<file path="src/rtl/neuron_layer_seq_pkg.sv">
// Shared types for the dense-layer sequencer: activation codes,
// FSM state encoding and the per-beat MAC control bundle.
package neuron_layer_seq_pkg;

    localparam logic [1:0] ACT_LINEAR = 2'd0;
    localparam logic [1:0] ACT_RELU   = 2'd1;

    typedef enum logic [1:0] {
        IDLE,
        ISSUE,
        WAIT
    } seq_state_t;

    // Control flags that travel with one x/w data beat.
    typedef struct packed {
        logic start;
        logic val;
        logic last;
    } beat_t;

    localparam beat_t BEAT_NONE = '0;

endpackage

</file>
<file path="src/rtl/neuron_layer_seq_if.sv">
// Memory, MAC-core and result-buffer bus of the layer sequencer.
// master: sequencer side; slave: SRAMs / MAC core / output buffer.
interface neuron_layer_seq_if #(
    parameter int N         = 16,
    parameter int ACC_WIDTH = 40,
    parameter int IN_AW     = 5,
    parameter int OUT_AW    = 4,
    parameter int W_AW      = 9
);
    logic                        x_re;
    logic [IN_AW-1:0]            x_addr;
    logic signed [N-1:0]         x_rdata;
    logic                        w_re;
    logic [W_AW-1:0]             w_addr;
    logic signed [N-1:0]         w_rdata;
    logic                        b_re;
    logic [OUT_AW-1:0]           b_addr;
    logic signed [ACC_WIDTH-1:0] b_rdata;

    logic                        nc_start;
    logic                        nc_xw_val;
    logic                        nc_xw_last;
    logic signed [N-1:0]         nc_data;
    logic signed [N-1:0]         nc_weight;
    logic signed [ACC_WIDTH-1:0] nc_bias_acc;
    logic [1:0]                  nc_act_sel;
    logic signed [N-1:0]         nc_out;
    logic                        nc_done;

    logic                        y_we;
    logic [OUT_AW-1:0]           y_addr;
    logic signed [N-1:0]         y_data;

    modport master (
        output x_re, x_addr, w_re, w_addr, b_re, b_addr,
        input  x_rdata, w_rdata, b_rdata,
        output nc_start, nc_xw_val, nc_xw_last,
        output nc_data, nc_weight, nc_bias_acc, nc_act_sel,
        input  nc_out, nc_done,
        output y_we, y_addr, y_data
    );

    modport slave (
        input  x_re, x_addr, w_re, w_addr, b_re, b_addr,
        output x_rdata, w_rdata, b_rdata,
        input  nc_start, nc_xw_val, nc_xw_last,
        input  nc_data, nc_weight, nc_bias_acc, nc_act_sel,
        output nc_out, nc_done,
        input  y_we, y_addr, y_data
    );

endinterface

</file>
<file path="src/rtl/neuron_layer_seq_addr_gen.sv">
// Address counters for the layer sequencer: input index i, neuron j,
// running row-major weight pointer, plus last-issue/last-neuron flags.
// Ports: clr_i restarts a run, step_i marks one issue, nrn_i advances j.
module neuron_layer_addr_gen #(
    parameter int IN_AW  = 5,
    parameter int OUT_AW = 4,
    parameter int W_AW   = 9
) (
    input  logic              clk,
    input  logic              rst_n,
    input  logic              clr_i,
    input  logic              step_i,
    input  logic              nrn_i,
    input  logic [IN_AW:0]    n_in_i,
    input  logic [OUT_AW:0]   n_out_i,
    output logic [IN_AW-1:0]  i_o,
    output logic [OUT_AW-1:0] j_o,
    output logic [W_AW-1:0]   w_o,
    output logic              last_issue_o,
    output logic              last_nrn_o
);

    logic [IN_AW-1:0]  i_q, i_d;
    logic [OUT_AW-1:0] j_q, j_d;
    logic [W_AW-1:0]   w_q, w_d;

    assign last_issue_o = ({1'b0, i_q} == n_in_i - 1'b1);
    assign last_nrn_o   = ({1'b0, j_q} == n_out_i - 1'b1);

    // The weight pointer never rewinds between neurons, so after the
    // last issue of row j it already points at row j+1.
    always_comb begin
        i_d = i_q;
        j_d = j_q;
        w_d = w_q;
        if (clr_i) begin
            i_d = '0;
            j_d = '0;
            w_d = '0;
        end else begin
            if (step_i) begin
                w_d = w_q + 1'b1;
                i_d = last_issue_o ? '0 : i_q + 1'b1;
            end
            if (nrn_i) begin
                j_d = j_q + 1'b1;
            end
        end
    end

    always_ff @(posedge clk or negedge rst_n) begin
        if (!rst_n) begin
            i_q <= '0;
            j_q <= '0;
            w_q <= '0;
        end else begin
            i_q <= i_d;
            j_q <= j_d;
            w_q <= w_d;
        end
    end

    assign i_o = i_q;
    assign j_o = j_q;
    assign w_o = w_q;

endmodule

</file>
<file path="src/rtl/neuron_layer_seq.sv">
// Dense-layer sequencer: streams x/w/bias beats into the MAC core per
// neuron and writes each result to the output buffer.
// Ports: run_i/cfg_* start a run; busy_o/done_o/err_o report status;
// bus (master) carries SRAM reads, MAC stream and y writes;
// perf_cycles_o counts busy cycles when NEURON_LAYER_SEQ_PERF_EN is
// defined, otherwise it is tied to 0.
module neuron_layer_seq
    import neuron_layer_seq_pkg::*;
#(
    parameter int N         = 16,
    parameter int ACC_WIDTH = 40,
    parameter int MAX_IN    = 32,
    parameter int MAX_OUT   = 16,
    localparam int IN_AW    = $clog2(MAX_IN),
    localparam int OUT_AW   = $clog2(MAX_OUT),
    localparam int W_AW     = IN_AW + OUT_AW
) (
    input  logic              clk,
    input  logic              rst_n,
    input  logic              run_i,
    input  logic [IN_AW:0]    cfg_n_in,
    input  logic [OUT_AW:0]   cfg_n_out,
    input  logic [1:0]        cfg_act_sel,
    output logic              busy_o,
    output logic              done_o,
    output logic              err_o,
    output logic [31:0]       perf_cycles_o,
    neuron_layer_seq_if.master bus
);

    localparam logic [IN_AW:0]  MAX_IN_C  = (IN_AW + 1)'(MAX_IN);
    localparam logic [OUT_AW:0] MAX_OUT_C = (OUT_AW + 1)'(MAX_OUT);

    seq_state_t          state_q;
    logic [IN_AW:0]      n_in_q;
    logic [OUT_AW:0]     n_out_q;
    logic [1:0]          act_q;
    logic                re_q;
    logic                b_re_q;
    logic                busy_q;
    logic                done_q;
    logic                err_q;
    beat_t               beat_q;
    logic                y_we_q;
    logic [OUT_AW-1:0]   y_addr_q;
    logic signed [N-1:0] y_data_q;

    logic [IN_AW-1:0]    i_w;
    logic [OUT_AW-1:0]   j_w;
    logic [W_AW-1:0]     w_w;
    logic                last_issue;
    logic                last_nrn;
    logic                cfg_bad;
    logic                start_run;
    logic                step;
    logic                nrn_adv;

    assign cfg_bad = (cfg_n_in == '0) || (cfg_n_out == '0) ||
                     (cfg_n_in > MAX_IN_C) || (cfg_n_out > MAX_OUT_C);

    assign start_run = (state_q == IDLE) && run_i && !cfg_bad;
    assign step      = (state_q == ISSUE);
    assign nrn_adv   = (state_q == WAIT) && bus.nc_done && !last_nrn;

    neuron_layer_addr_gen #(
        .IN_AW  (IN_AW),
        .OUT_AW (OUT_AW),
        .W_AW   (W_AW)
    ) u_addr_gen (
        .clk          (clk),
        .rst_n        (rst_n),
        .clr_i        (start_run),
        .step_i       (step),
        .nrn_i        (nrn_adv),
        .n_in_i       (n_in_q),
        .n_out_i      (n_out_q),
        .i_o          (i_w),
        .j_o          (j_w),
        .w_o          (w_w),
        .last_issue_o (last_issue),
        .last_nrn_o   (last_nrn)
    );

    always_ff @(posedge clk or negedge rst_n) begin
        if (!rst_n) begin
            state_q  <= IDLE;
            n_in_q   <= '0;
            n_out_q  <= '0;
            act_q    <= ACT_LINEAR;
            re_q     <= 1'b0;
            b_re_q   <= 1'b0;
            busy_q   <= 1'b0;
            done_q   <= 1'b0;
            err_q    <= 1'b0;
            beat_q   <= BEAT_NONE;
            y_we_q   <= 1'b0;
            y_addr_q <= '0;
            y_data_q <= '0;
        end else begin
            done_q <= 1'b0;
            err_q  <= 1'b0;
            y_we_q <= 1'b0;
            beat_q <= BEAT_NONE;
            unique case (state_q)
                IDLE: begin
                    if (run_i) begin
                        if (cfg_bad) begin
                            done_q <= 1'b1;
                            err_q  <= 1'b1;
                        end else begin
                            n_in_q  <= cfg_n_in;
                            n_out_q <= cfg_n_out;
                            act_q   <= cfg_act_sel;
                            state_q <= ISSUE;
                            busy_q  <= 1'b1;
                            re_q    <= 1'b1;
                            b_re_q  <= 1'b1;
                        end
                    end
                end
                ISSUE: begin
                    // Flags lag the read by one cycle to meet the SRAM data.
                    beat_q <= '{start: (i_w == '0),
                                val:   1'b1,
                                last:  last_issue};
                    b_re_q <= 1'b0;
                    if (last_issue) begin
                        re_q    <= 1'b0;
                        state_q <= WAIT;
                    end
                end
                WAIT: begin
                    if (bus.nc_done) begin
                        y_we_q   <= 1'b1;
                        y_addr_q <= j_w;
                        y_data_q <= bus.nc_out;
                        if (last_nrn) begin
                            state_q <= IDLE;
                            busy_q  <= 1'b0;
                            done_q  <= 1'b1;
                        end else begin
                            state_q <= ISSUE;
                            re_q    <= 1'b1;
                            b_re_q  <= 1'b1;
                        end
                    end
                end
                default: state_q <= IDLE;
            endcase
        end
    end

`ifdef NEURON_LAYER_SEQ_PERF_EN
    logic [31:0] perf_q;

    always_ff @(posedge clk or negedge rst_n) begin
        if (!rst_n) begin
            perf_q <= '0;
        end else if (start_run) begin
            perf_q <= '0;
        end else if (busy_q && (perf_q != '1)) begin
            perf_q <= perf_q + 1'b1;
        end
    end

    assign perf_cycles_o = perf_q;
`else
    assign perf_cycles_o = '0;
`endif

    assign busy_o = busy_q;
    assign done_o = done_q;
    assign err_o  = err_q;

    assign bus.x_re   = re_q;
    assign bus.x_addr = i_w;
    assign bus.w_re   = re_q;
    assign bus.w_addr = w_w;
    assign bus.b_re   = b_re_q;
    assign bus.b_addr = j_w;

    assign bus.nc_start    = beat_q.start;
    assign bus.nc_xw_val   = beat_q.val;
    assign bus.nc_xw_last  = beat_q.last;
    assign bus.nc_data     = bus.x_rdata;
    assign bus.nc_weight   = bus.w_rdata;
    assign bus.nc_bias_acc = bus.b_rdata;
    assign bus.nc_act_sel  = act_q;

    assign bus.y_we   = y_we_q;
    assign bus.y_addr = y_addr_q;
    assign bus.y_data = y_data_q;

endmodule
</file>
<file path="src/flat_wrapper.sv">
// flat-port wrapper written by rule: the top's interface ports become plain ports
module neuron_layer_seq_flat import neuron_layer_seq_pkg::*;
#(
    parameter int N         = 16,
    parameter int ACC_WIDTH = 40,
    parameter int MAX_IN    = 32,
    parameter int MAX_OUT   = 16,
    localparam int IN_AW    = $clog2(MAX_IN),
    localparam int OUT_AW   = $clog2(MAX_OUT),
    localparam int W_AW     = IN_AW + OUT_AW
)
  (clk, rst_n, run_i, cfg_n_in, cfg_n_out, cfg_act_sel, busy_o, done_o, err_o, perf_cycles_o, bus_x_re, bus_x_addr, bus_w_re, bus_w_addr, bus_b_re, bus_b_addr, bus_x_rdata, bus_w_rdata, bus_b_rdata, bus_nc_start, bus_nc_xw_val, bus_nc_xw_last, bus_nc_data, bus_nc_weight, bus_nc_bias_acc, bus_nc_act_sel, bus_nc_out, bus_nc_done, bus_y_we, bus_y_addr, bus_y_data);
  neuron_layer_seq_if #(.N(N), .ACC_WIDTH(ACC_WIDTH)) bus_i ();
  input  logic clk;
  input  logic rst_n;
  input  logic run_i;
  input  logic [IN_AW:0] cfg_n_in;
  input  logic [OUT_AW:0] cfg_n_out;
  input  logic [1:0] cfg_act_sel;
  output logic busy_o;
  output logic done_o;
  output logic err_o;
  output logic [31:0] perf_cycles_o;
  output wire logic [$bits(bus_i.x_re)-1:0] bus_x_re;
  output wire logic [$bits(bus_i.x_addr)-1:0] bus_x_addr;
  output wire logic [$bits(bus_i.w_re)-1:0] bus_w_re;
  output wire logic [$bits(bus_i.w_addr)-1:0] bus_w_addr;
  output wire logic [$bits(bus_i.b_re)-1:0] bus_b_re;
  output wire logic [$bits(bus_i.b_addr)-1:0] bus_b_addr;
  input wire logic [$bits(bus_i.x_rdata)-1:0] bus_x_rdata;
  input wire logic [$bits(bus_i.w_rdata)-1:0] bus_w_rdata;
  input wire logic [$bits(bus_i.b_rdata)-1:0] bus_b_rdata;
  output wire logic [$bits(bus_i.nc_start)-1:0] bus_nc_start;
  output wire logic [$bits(bus_i.nc_xw_val)-1:0] bus_nc_xw_val;
  output wire logic [$bits(bus_i.nc_xw_last)-1:0] bus_nc_xw_last;
  output wire logic [$bits(bus_i.nc_data)-1:0] bus_nc_data;
  output wire logic [$bits(bus_i.nc_weight)-1:0] bus_nc_weight;
  output wire logic [$bits(bus_i.nc_bias_acc)-1:0] bus_nc_bias_acc;
  output wire logic [$bits(bus_i.nc_act_sel)-1:0] bus_nc_act_sel;
  input wire logic [$bits(bus_i.nc_out)-1:0] bus_nc_out;
  input wire logic [$bits(bus_i.nc_done)-1:0] bus_nc_done;
  output wire logic [$bits(bus_i.y_we)-1:0] bus_y_we;
  output wire logic [$bits(bus_i.y_addr)-1:0] bus_y_addr;
  output wire logic [$bits(bus_i.y_data)-1:0] bus_y_data;
  assign bus_x_re = bus_i.x_re;
  assign bus_x_addr = bus_i.x_addr;
  assign bus_w_re = bus_i.w_re;
  assign bus_w_addr = bus_i.w_addr;
  assign bus_b_re = bus_i.b_re;
  assign bus_b_addr = bus_i.b_addr;
  assign bus_i.x_rdata = bus_x_rdata;
  assign bus_i.w_rdata = bus_w_rdata;
  assign bus_i.b_rdata = bus_b_rdata;
  assign bus_nc_start = bus_i.nc_start;
  assign bus_nc_xw_val = bus_i.nc_xw_val;
  assign bus_nc_xw_last = bus_i.nc_xw_last;
  assign bus_nc_data = bus_i.nc_data;
  assign bus_nc_weight = bus_i.nc_weight;
  assign bus_nc_bias_acc = bus_i.nc_bias_acc;
  assign bus_nc_act_sel = bus_i.nc_act_sel;
  assign bus_i.nc_out = bus_nc_out;
  assign bus_i.nc_done = bus_nc_done;
  assign bus_y_we = bus_i.y_we;
  assign bus_y_addr = bus_i.y_addr;
  assign bus_y_data = bus_i.y_data;
  neuron_layer_seq #(.N(N), .ACC_WIDTH(ACC_WIDTH), .MAX_IN(MAX_IN), .MAX_OUT(MAX_OUT)) u_core (.clk(clk), .rst_n(rst_n), .run_i(run_i), .cfg_n_in(cfg_n_in), .cfg_n_out(cfg_n_out), .cfg_act_sel(cfg_act_sel), .busy_o(busy_o), .done_o(done_o), .err_o(err_o), .perf_cycles_o(perf_cycles_o), .bus(bus_i));
endmodule
</file>
<file path="config.mk">
export PLATFORM = sky130hd
export DESIGN_NAME = neuron_layer_seq_flat
export DESIGN_NICKNAME = d
export VERILOG_FILES = /design/src/rtl/neuron_layer_seq_pkg.sv /design/src/rtl/neuron_layer_seq_if.sv /design/src/rtl/neuron_layer_seq_addr_gen.sv /design/src/rtl/neuron_layer_seq.sv /design/src/flat_wrapper.sv
export SDC_FILE = /design/constraint.sdc
export NUM_CORES = 1
export LEC_CHECK = 0
export BUFFER_PORTS_ARGS = -buffer_cell sky130_fd_sc_hd__buf_4
export CORE_ASPECT_RATIO = 1.75
export CORE_UTILIZATION = 30
export CTS_CLUSTER_SIZE = 30
export DETAILED_ROUTE_END_ITERATION = 12
export PLACE_DENSITY = 0.71
export SYNTH_ARGS = -nofsm -noshare
export SYNTH_HDL_FRONTEND = slang
export SYNTH_SLANG_ARGS = --single-unit
</file>
<file path="constraint.sdc">
create_clock -name clk -period 2.35 [get_ports clk]
set_clock_uncertainty 0.2 [all_clocks]
set_input_delay 0.5875 -clock clk [delete_from_list [all_inputs] [get_ports clk]]
set_output_delay 0.5875 -clock clk [all_outputs]
set_load 0.01 [all_outputs]
</file>
Yosys cells after proc, flatten, opt, wreduce, memory -nomap -nowiden
Cells that the tools add are included.
{"block": "totals", "out_inout_bits": 154, "mem_bits_rw": 0, "elab_cells": 91, "latchBits": 0, "romBits": 0, "regBits": 62, "memories": 0}
{"block": "op_classes", "n_addsub": 5, "n_bitwise": 1, "shifts": 0, "n_eq_ne": 10, "reduce_logical": 23, "n_div": 0, "mux": 32, "magnitude_cmp": 2, "multipliers": 0}
{"cell": "$mux 9", "count": 2}
{"cell": "$mux 1", "count": 15}
{"cell": "$mux 5", "count": 3}
{"cell": "$logic_not 5->1", "count": 2}
{"cell": "$reduce_and 5->1", "count": 2}
{"cell": "$add 9x1->9 const B", "count": 1}
{"cell": "$mux 2", "count": 4}
{"cell": "$mux 4", "count": 2}
{"cell": "$ne 2x2->1 const B", "count": 4}
{"cell": "$eq 5x6->1", "count": 1}
{"cell": "$gt 6x6->1 const B", "count": 1}
{"cell": "$logic_not 6->1", "count": 1}
{"cell": "$pmux 1 s3", "count": 2}
{"cell": "$pmux 2 s3", "count": 1}
{"cell": "$reduce_and 6->1", "count": 1}
{"cell": "$reduce_bool 2->1", "count": 3}
{"cell": "$sub 6x1->6 const B", "count": 1}
{"cell": "$add 5x1->5 const B", "count": 1}
{"cell": "$eq 4x5->1", "count": 1}
{"cell": "$gt 5x5->1 const B", "count": 1}
{"cell": "$sub 5x1->5 const B", "count": 1}
{"cell": "$add 4x1->4 const B", "count": 1}
{"cell": "$logic_and 1x1->1", "count": 4}
{"cell": "$ne 2x1->1 const B", "count": 2}
{"cell": "12 further kinds", "count": 16}

Logic depth before layout (Yosys ltp)
Gate-level depths: netlist of run 1.
{"block": "depth", "word_depth": 7, "depth_mapped": 7}

By module
A second synthesis of run 1 with hierarchy kept.
{"block": "hier_totals", "cells_unflattened": 385, "hier_area_um2": 3661.0}
{"mod": "neuron_layer_seq", "cells_per_inst": 266, "area_each_um2": 2565.0, "n_inst": 1}
{"mod": "neuron_layer_addr_gen", "cells_per_inst": 119, "area_each_um2": 1096.1, "n_inst": 1}

Worst setup path before layout of run 1
OpenSTA, ideal clock, no wires.
{"block": "synth_timing", "path_type": "in2reg", "startpoint": "in cfg_n_in[0]", "endpoint": "reg u_core.n_in_q[2]", "stages": 5, "required_ns": 2.023, "t_arrival_ns": 2.056, "n_path_buf": 1, "setup_ns": 0.127, "path_slack_ns": -0.033, "cell_sequence": "or4_4 > or3_4 > nand4_4 > buf_8 > mux2_1"}
{"block": "synth_between", "elab_chain_len": 6, "word_cells_on_any_way": 7, "classes_between": "1 x order compare; 1 x bitwise; 5 x reduce/logical"}
{"element": "start: declaration", "line": "flat_wrapper.sv:17", "text": "input logic [IN_AW:0] cfg_n_in;"}
{"element": "branches (longest 2 deep; another with $gt 6x6->1)"}
{"element": "$logic_or 1x1->1 *", "line": "neuron_layer_seq.sv:58", "text": "assign cfg_bad = (cfg_n_in == '0) || (cfg_n_out == '0) ||"}
{"element": "$logic_or 1x1->1 *", "line": "neuron_layer_seq.sv:59", "text": "(cfg_n_in > MAX_IN_C) || (cfg_n_out > MAX_OUT_C);"}
{"element": "$not 1->1 (no source line) *"}
{"element": "$reduce_and 3->1 (no source line) *"}
{"element": "end signal: assignment", "line": "neuron_layer_seq.sv:111", "text": "n_in_q <= cfg_n_in;"}
{"element": "end: declaration", "line": "neuron_layer_seq.sv:35", "text": "logic [IN_AW:0] n_in_q;"}
Every way passes the cells marked *.
A chain may end at the register's enable or synchronous reset.

Worst setup path in the final report of run 1
{"block": "layout_timing", "startpoint": "in cfg_n_in[0]", "endpoint": "reg u_core.u_addr_gen.j_q[0] (netlist: u_core.u_addr_gen.j_o[0])"}
{"block": "layout_between", "elab_chain_len": 7, "word_cells_on_any_way": 9, "classes_between": "1 x order compare; 1 x mux; 7 x reduce/logical"}
{"element": "branches (longest 2 deep; another with $gt 6x6->1)"}
{"element": "$logic_or 1x1->1 *", "line": "neuron_layer_seq.sv:58"}
{"element": "$logic_or 1x1->1 *", "line": "neuron_layer_seq.sv:59"}
{"element": "$logic_not 1->1 *", "line": "neuron_layer_seq.sv:61", "text": "assign start_run = (state_q == IDLE) && run_i && !cfg_bad;"}
{"element": "$logic_and 1x1->1 *", "line": "neuron_layer_seq.sv:61"}
{"element": "$mux 4 or $reduce_bool 2->1 (tied branches)"}
{"element": "end signal: assignment", "line": "neuron_layer_seq_addr_gen.sv:58", "text": "j_q <= j_d;"}
{"element": "end: declaration", "line": "neuron_layer_seq_addr_gen.sv:24", "text": "logic [OUT_AW-1:0] j_q, j_d;"}
Marked as above.

==> reports/results.ini, run 1 <==
[outcome]
outcome=finished, final reports clean

[global_routing]
grt_pass1_vias=2667
antenna_found_initial=0
track_usage_pct=14.5
grt_pass1_wl_mm=13.8
overflow=0
grt_max_degree=63

[synth]
synth_simple_gate_area_share_pct=17.4
netlist_instances=386
synth_cell_type_count=50
ys_seq_area_share_pct=41.8
syn-cell-area_um2=3710
synthMuxAreaShare_pct=5.02
synth_top_family_by_area=buffers and inverters
synthAdderAreaFrac_pct=2.02
ys.flop_type=dfrtp_1
yosysWarnings=0
syn_area_per_cell_um2=9.62
synth_seq_cells=62
synthArstFlopShare_pct=100
synth_xor_area_share_pct=4.01
synth-edff-count=0
synth-compound-area-share_pct=5.90

[layout]
final_common_cell=buf_4
n_fill_cell=1209
fin_cells=573
num_antenna_cells=0
fin_nets=514
postLayoutCoreUtil_pct=35.1
final_cell_mix=buf_4, nand2_1, dfrtp_1
layout-drive-gt1-share_pct=31.1
syn_to_final_growth_pct=13.4

[die]
initial_core_util_pct=30.9
pin_count=259
die_y_um=149
num_rows=53
die_w_um=86.1
core_area_um2=12000
dieArea_um2=12800

[clock_network]
insertion_delay_ns=0.32
htree_levels=3
cts_tree=yes
clock-sinks=62
clockBufferDepth=2
cts_hold_buf=0
path_clk_slew_ns=0.06
cts_root_buf=clkbuf_16
cts-buffers-inserted=9

[timing]
worst_slew_pin_slew_ns=0.830
rsz0062_at_grt=false
drv_slew=0
whs_ns=0.163
slew_headroom_pct=44.7
final.min_clock_period_ns=2.22
finalHoldViolCount=0
tns_ns=0
finalCritPeriodShare_pct=94.6
fmax_ghz=0.450
setup_viol=0

[setup_path]
required_ns=2.40
crit_path_start_kind=primary input
crit_type=in2reg
end_kind=flop
cp.arrival_ns=2.27
r2r_slack_ns=0.13
crit_fanout=16

[power_and_ir_drop]
intPower_mw=3.31
swShare_pct=35.3
pwr_density_cell_nw_per_um2=1210
p_comb_share_pct=36.5
p_leak_nw=2.12
p_total_mw=5.11
power.share.clock_pct=28.4
peakVddDrop_mv=0.518
p_seq_share_pct=35.1
p_sw_mw=1.81

[place]
routabilityCongestion=0.827
dp.cells=557
dpl.hpwl_mm=6.76
port_buffers=82

[route]
drcViolationCount=0
ant_nets=0
drt_pass1_iterations=4
wl_per_cell_um=15.7
drtIter0Drc=36
drt-vias-per-instance=4.44
wirelength_mm=8.97
vias=2542

[hold_path]
hold_class=in2async

[flow_run]
drv_cap=0

==> power groups by stage <==
stage	clock network (mW)	logic, mW	registers (mW)
2_1_floorplan	0	1.28	1.81
3_3_place_gp	0	1.82	1.79
3_5_place_dp	0	1.89	1.81
4_1_cts	1.50	1.89	1.79
5_1_grt	1.54	2.07	1.85
6_report	1.45	1.87	1.80
==> per-stage QoR <==
stage                     setup WS, ns  area (um2)
final                            0.126        4210
after global routing          0.000937        4210
after CTS                        0.111        4210
after detailed placement        -0.225        3870
after global placement          -0.196        3870
after floorplan                -0.0334        3830
==> cells by family after synthesis <==
kind of cell | after synthesis
multiplexers | 17
adder cells (fa/ha/maj) | 6
AND/OR/NAND/NOR | 133
XOR/XNOR | 17
buffers and inverters | 126
AO/OA/AOI/OAI | 24
flip-flops | 62
other | 1
==> repair_timing <==
item | in CTS | in global routing
setup buffers | 0 | 0
resized for setup | 0 | 1
endpoints found under the setup margin | 0 | 1
==> Yosys cell counts (all sizes together), types with 2 or more instances <==
master  count  area, um2
nand2b      2       12.5
mux2i       4       40.0
nor2       12       52.6
o21bai      2       15.0
ha          6       75.1
xnor2      10       87.6
dfrtp      62       1550
inv        10       37.5
clkbuf      8       30.0
a31oi       4       70.1
or4         2       18.8
xor2        7       61.3
a211o       2       17.5
nor3b       2       15.0
nor4        2       12.5
nand2      76        293
nor3        8       40.0
nand3      14       70.1
nor2b       4       25.0
buf       108        815
o32ai       2       25.0
o211ai      2       15.0
nand4       3       33.8
o21ai       7       38.8
or3         2       17.5
mux2       13        146
a21oi       2       13.8
==> routing by layer <==
metal | GRT usage [%] | up-vias | wire length (um)
met1 | 13.1 | 1209 | 2910
li1 | - | 1153 | -
met5 | 0 | - | 0
met2 | 25.4 | 98 | 4660
met3 | 3.54 | 82 | 700
met4 | 14.5 | 0 | 695
==> state kept, by name (all words and copies together) (netlist names), 2 cells and up <==
register	flops
u_core.n_out_q	5
u_core.state_q	2
u_core.u_addr_gen.i_o	5
u_core.u_addr_gen.w_o	9
u_core.n_in_q	6
u_core.bus.y_data	16
u_core.bus.nc_act_sel	2
u_core.bus.y_addr	4
u_core.u_addr_gen.j_o	4
==> layout make-up <==
type	instances	area [um2]	share of cell area, %
Sequential cell	62	1550	36.8
Multi-Input combinational cell	229	1400	33.2
Timing Repair Buffer	91	683	16.2
Clock buffer	11	253	6.00
Tap cell	165	206	4.90
Clock inverter	5	81.3	1.93
Inverter	10	37.5	0.891
==> critical path, cell delays in order <==
cell	delay, ns
buf_4	0.11
or4_4	0.53
or3_4	0.36
nand4_4	0.25
buf_4	0.22
nand2_1	0.06
mux2i_1	0.14
==> path summary, 6_finish.rpt <==
kind                                           start                        to  cells past startpoint
worst min register to register  u_core.bus.y_addr[1]      u_core.bus.y_addr[1]                      2
min in group clk                      bus_nc_out[12]     u_core.bus.y_data[12]                      3
worst min-delay path                           rst_n          u_core.n_in_q[1]                      1
worst max register to register      u_core.n_in_q[0]  u_core.u_addr_gen.i_o[4]                      5
max in group asynchronous                      rst_n  u_core.u_addr_gen.w_o[2]                      1
worst max-delay path                     cfg_n_in[0]  u_core.u_addr_gen.j_o[0]                      7
No activity file was read; power rests on OpenSTA's default activity.
==> inputs of run 2 (changes only) <==
==> constraint.sdc (replaced) <==
create_clock -name clk -period 2.35 [get_ports clk]
set_clock_uncertainty 0.2 [all_clocks]
set_input_delay 0.5875 -clock clk [delete_from_list [all_inputs] [get_ports clk]]
set_output_delay 0.5875 -clock clk [all_outputs]
set_load 0.1 [all_outputs]
==> run 2 against run 1 <==
Net effect:
- register-to-register slack hardly changed
- cell area rose by 0.89%
- clock-buffer cell count rose by 1
- combinational power grew 100%
- clock power shrank 4%
- highest routed layer unchanged
==> reports/results.ini, run 2 (synthesis results as in run 1) <==
[place]
dpl.hpwl_mm=6.63
dp.cells=562
routabilityCongestion=0.805
port_buffers=82
postPlaceCellArea_um2=3930
dp_slack_ns=-0.235

[layout]
n_fill_cell=1223
final_area_um2=4250
syn_to_final_growth_pct=14.5
fin_cells=578
final_common_cell=buf_4
multiInputGateArea_um2=1400
register_area_um2=1560
num_antenna_cells=0
largest_reg_flops=16
final_cell_mix=buf_4, nand2_1, dfrtp_1
fin_nets=519
layout-drive-gt1-share_pct=32.7

[die]
pin_count=259
die_y_um=149
num_rows=53
die_w_um=86.1
core_area_um2=12000
initial_core_util_pct=30.9
dieArea_um2=12800

[timing]
finalCritPeriodShare_pct=95.3
slew_headroom_pct=53.4
worst_slack_ns=0.110
fmax_ghz=0.446
tns_ns=0
worst_slew_pin_slew_ns=0.698
final.min_clock_period_ns=2.24
setup_viol=0
drv_slew=0
finalHoldViolCount=0
rsz0062_at_grt=false

[route]
ant_nets=0
drt-vias-per-instance=4.54
drcViolationCount=0
wirelength_mm=8.75
drtIter0Drc=80
drt_pass1_iterations=4
wl_per_cell_um=15.1
vias=2625

[power_and_ir_drop]
pwr_density_cell_nw_per_um2=1630
peakVddDrop_mv=0.764
p_total_mw=6.95
p_leak_nw=2.13

[setup_path]
cp_cell_sequence=buf_4, or4_4, o21ai_2, buf_4, nand4_4, buf_12, nand2_4, a31oi_4
required_ns=2.34
r2r_slack_ns=0.12
end_kind=flop
cp.arrival_ns=2.23
crit_type=in2reg
crit_slowest_cell=or4_4
r2r_cells=5
critPathMaxStageDelay_ns=0.53
crit_top_cell=buf_4
crit_path_start_kind=primary input
crit_fanout=15

[global_routing]
grt_pass1_wl_mm=13.6
antenna_found_initial=0
track_usage_pct=14.0
grt_max_degree=51
overflow=0
grt_pass1_vias=2752

[clock_network]
clockBufferDepth=2
insertion_delay_ns=0.33
cts_tree=yes
cts_resized=0
clock-sinks=62
cts_setup_buffers=0
cts-buffers-inserted=9
cts_hold_buf=0
htree_levels=3
cts_root_buf=clkbuf_16
path_clk_slew_ns=0.06

[hold_path]
hold_class=in2async

[flow_run]
drv_cap=0

[outcome]
outcome=finished, final reports clean

-- run 2: cell type report --
cell class,count,area share [%]
clock inverter,4,1.27
inverter,10,0.883
timing repair buffer,96,17.3
clock buffer,12,6.27
multi-input combinational,229,32.8
tap,165,4.86
sequential,62,36.6
-- run 2: final timing paths --
path	from	endpoint
max in group asynchronous	rst_n	u_core.bus.y_data[4]
hold / removal	rst_n	u_core.n_in_q[2]
min in group clk	bus_nc_out[15]	u_core.bus.y_data[15]
setup / recovery	cfg_n_in[0]	u_core.u_addr_gen.w_o[5]
setup reg to reg	u_core.n_in_q[0]	u_core.u_addr_gen.i_o[4]
hold reg to reg	u_core.bus.y_data[5]	u_core.bus.y_data[5]
-- run 2: per-layer routing --
layer	track usage, %	share of wire, %
met1	12.6	32
met3	3.38	7.6
met4	14.5	8.8
met2	24.4	52
met5	0	0
-- run 2: where the power goes --
| group | leakage, nW | internal, mW | switching [mW] | total [mW] |
|---|---|---|---|---|
| clock | 0.151 | 0.909 | 0.482 | 1.39 |
| sequential | 0.798 | 1.42 | 0.377 | 1.79 |
| combinational | 1.18 | 0.958 | 2.80 | 3.76 |
-- run 2: critical path, delay by kind of cell --
kind                   cells  cell delay, ns
AO/OA/AOI/OAI              2            0.24
buffers and inverters      3            0.50
AND/OR/NAND/NOR            3            0.90
-- run 2: stage by stage --
| step | utilization (%) | hold slack [ns] |
|---|---|---|
| finish | 35.4 | 0.0971 |
| global route | 35.4 | 0.146 |
| CTS | 35.4 | 0.109 |
| detailed placement | 32.7 | 0.264 |
| global placement | 32.7 | 0.258 |
| floorplan | - | 0.0919 |
==> inputs of run 3 (changes only) <==
--- a/config.mk
+++ b/config.mk
@@ -5,12 +5,12 @@
 export SDC_FILE = /design/constraint.sdc
 export NUM_CORES = 1
 export LEC_CHECK = 0
-export BUFFER_PORTS_ARGS = -buffer_cell sky130_fd_sc_hd__buf_4
 export CORE_ASPECT_RATIO = 1.75
 export CORE_UTILIZATION = 30
 export CTS_CLUSTER_SIZE = 30
 export DETAILED_ROUTE_END_ITERATION = 12
-export PLACE_DENSITY = 0.71
+export DONT_BUFFER_PORTS = 1
+export PLACE_DENSITY = 0.53
 export SYNTH_ARGS = -nofsm -noshare
 export SYNTH_HDL_FRONTEND = slang
 export SYNTH_SLANG_ARGS = --single-unit
==> run 3 against run 2 <==
Net effect:
- non-clock buffer count fell by 38
- clock-buffer cell count is 3 lower
- clock power decreased by 4%
- sequential share of layout area is 2.5 points higher
- largest cell class unchanged
- largest power group unchanged
==> reports/results.ini, run 3 (synthesis results as in run 1) <==
[outcome]
outcome=finished, final reports clean

[setup_path]
crit_path_start_kind=flop
end_kind=flop
r2r_slack_ns=0.14
cp.arrival_ns=2.19
crit_type=reg2reg
rr_startpoint=u_core.n_in_q[0]
r2r_cells=5
r2r_end=u_core.u_addr_gen.i_o[2]
crit_fanout=5
required_ns=2.34

[place]
dpl.hpwl_mm=6.29
port_buffers=0
routabilityCongestion=0.776
postPlaceCellArea_um2=3640

[layout]
final_cell_mix=nand2_1, dfrtp_1, buf_4
postLayoutCoreUtil_pct=33.2
fin_nets=481
final_common_cell=nand2_1
largest_reg_flops=16
layout-drive-gt1-share_pct=25.9
final_area_um2=3980
n_fill_cell=1240
syn_to_final_growth_pct=7.28

[die]
dieArea_um2=12800
initial_core_util_pct=30.9
core_area_um2=12000
die_w_um=86.1
die_y_um=149
num_rows=53
pin_count=259

[clock_network]
cts-buffers-inserted=9
htree_levels=3
clockBufferDepth=2
cts_setup_buffers=0
insertion_delay_ns=0.33
cts_tree=yes
path_clk_slew_ns=0.06
clock-sinks=62
cts_root_buf=clkbuf_16

[timing]
finalHoldViolCount=0
finalCritPeriodShare_pct=93.9
worst_slew_pin_slew_ns=0.890
fmax_ghz=0.453
setup_viol=0
rsz0062_at_grt=false
slew_headroom_pct=40.7
drv_slew=0
final.min_clock_period_ns=2.21

[power_and_ir_drop]
p_total_mw=6.77
p_leak_nw=1.94
peakVddDrop_mv=0.619
pwr_density_cell_nw_per_um2=1700

[hold_path]
min_to=u_core.state_q[1]
min_from=bus_nc_done
min_path_cells=1
hold_class=in2reg

[global_routing]
grt_pass1_vias=2422
grt_max_degree=63
track_usage_pct=13.5
grt_pass1_wl_mm=12.8
antenna_found_initial=1
overflow=0

[route]
drt-vias-per-instance=4.39
vias=2377
drt_pass1_iterations=4
drtIter0Drc=33
ant_nets=0
wirelength_mm=8.27
wl_per_cell_um=15.3
drcViolationCount=0

[flow_run]
drv_cap=0

==> run 3: changes by cell type in the layout (fill, tap and decap cells not counted) <==
cell,delta
dfrtp_2,+1
buf_4,-41
dfrtp_1,-1
clkinvlp_4,+1
diode_2,+1
clkinv_2,+1
clkinv_4,+1
clkbuf_8,-3
buf_16,+1
dlygate4sd3_1,+1
buf_12,+1
==> run 3: worst max path at each step <==
stage,from,to,slack (ns),cells past startpoint
floorplan,cfg_n_in[0],u_core.n_in_q[2],-0.03,5
global placement,cfg_n_in[0],u_core.u_addr_gen.w_o[3],-0.09,6
detailed placement,cfg_n_in[0],u_core.u_addr_gen.w_o[5],-0.12,6
CTS,u_core.n_in_q[0],u_core.u_addr_gen.i_o[3],0.12,5
global route,u_core.n_in_q[0],u_core.u_addr_gen.i_o[2],0.03,5
finish,u_core.n_in_q[0],u_core.u_addr_gen.i_o[2],0.14,5
==> run 3: cell type report <==
class	count	area, um2	area share (%)
Antenna cell	1	2.50	0.0628
Clock buffer	9	225	5.66
Clock inverter	7	75.1	1.89
Inverter	10	37.5	0.943
Multi-Input combinational cell	229	1400	35.0
Sequential cell	62	1560	39.1
Tap cell	165	206	5.18
Timing Repair Buffer	58	483	12.1
==> run 3: through the flow <==
| step | setup TNS, ns | hold slack, ns | setup slack (ns) | std cells |
|---|---|---|---|---|
| 6_report | 0 | 0.147 | 0.143 | 541 |
| 5_1_grt | 0 | 0.144 | 0.0299 | 541 |
| 4_1_cts | 0 | 0.135 | 0.124 | 540 |
| 3_5_place_dp | -2.51 | 0.0932 | -0.115 | 522 |
| 3_3_place_gp | -1.77 | 0.0935 | -0.0911 | 522 |
| 2_1_floorplan | -0.267 | 0.0919 | -0.0334 | 417 |
==> run 3: power by group <==
group | internal, mW | switching [mW] | leakage [nW]
logic | 0.896 | 2.72 | 1.01
clock network | 0.821 | 0.511 | 0.138
registers | 1.41 | 0.405 | 0.798
==> run 3: repair_timing <==
item | in CTS | in global routing
setup endpoints to repair | 0 | 0
hold buffers | 2 | 0
hold endpoints to repair | 62 | 0
resized for setup | 0 | 0
==> run 3: routing by layer <==
layer	GRT usage [%]	part of all wire (%)
met3	3.60	7.7
met4	13.1	8.3
met2	23.4	51
met5	0	0
met1	12.4	33
==> run 3: critical path, stage by stage, from the launching register on <==
cell and delay, ns:
dfrtp_1 0.43, or4_1 0.53, o21ai_1 0.15, or4b_4 0.52
nor2_4 0.16, nor3_1 0.08
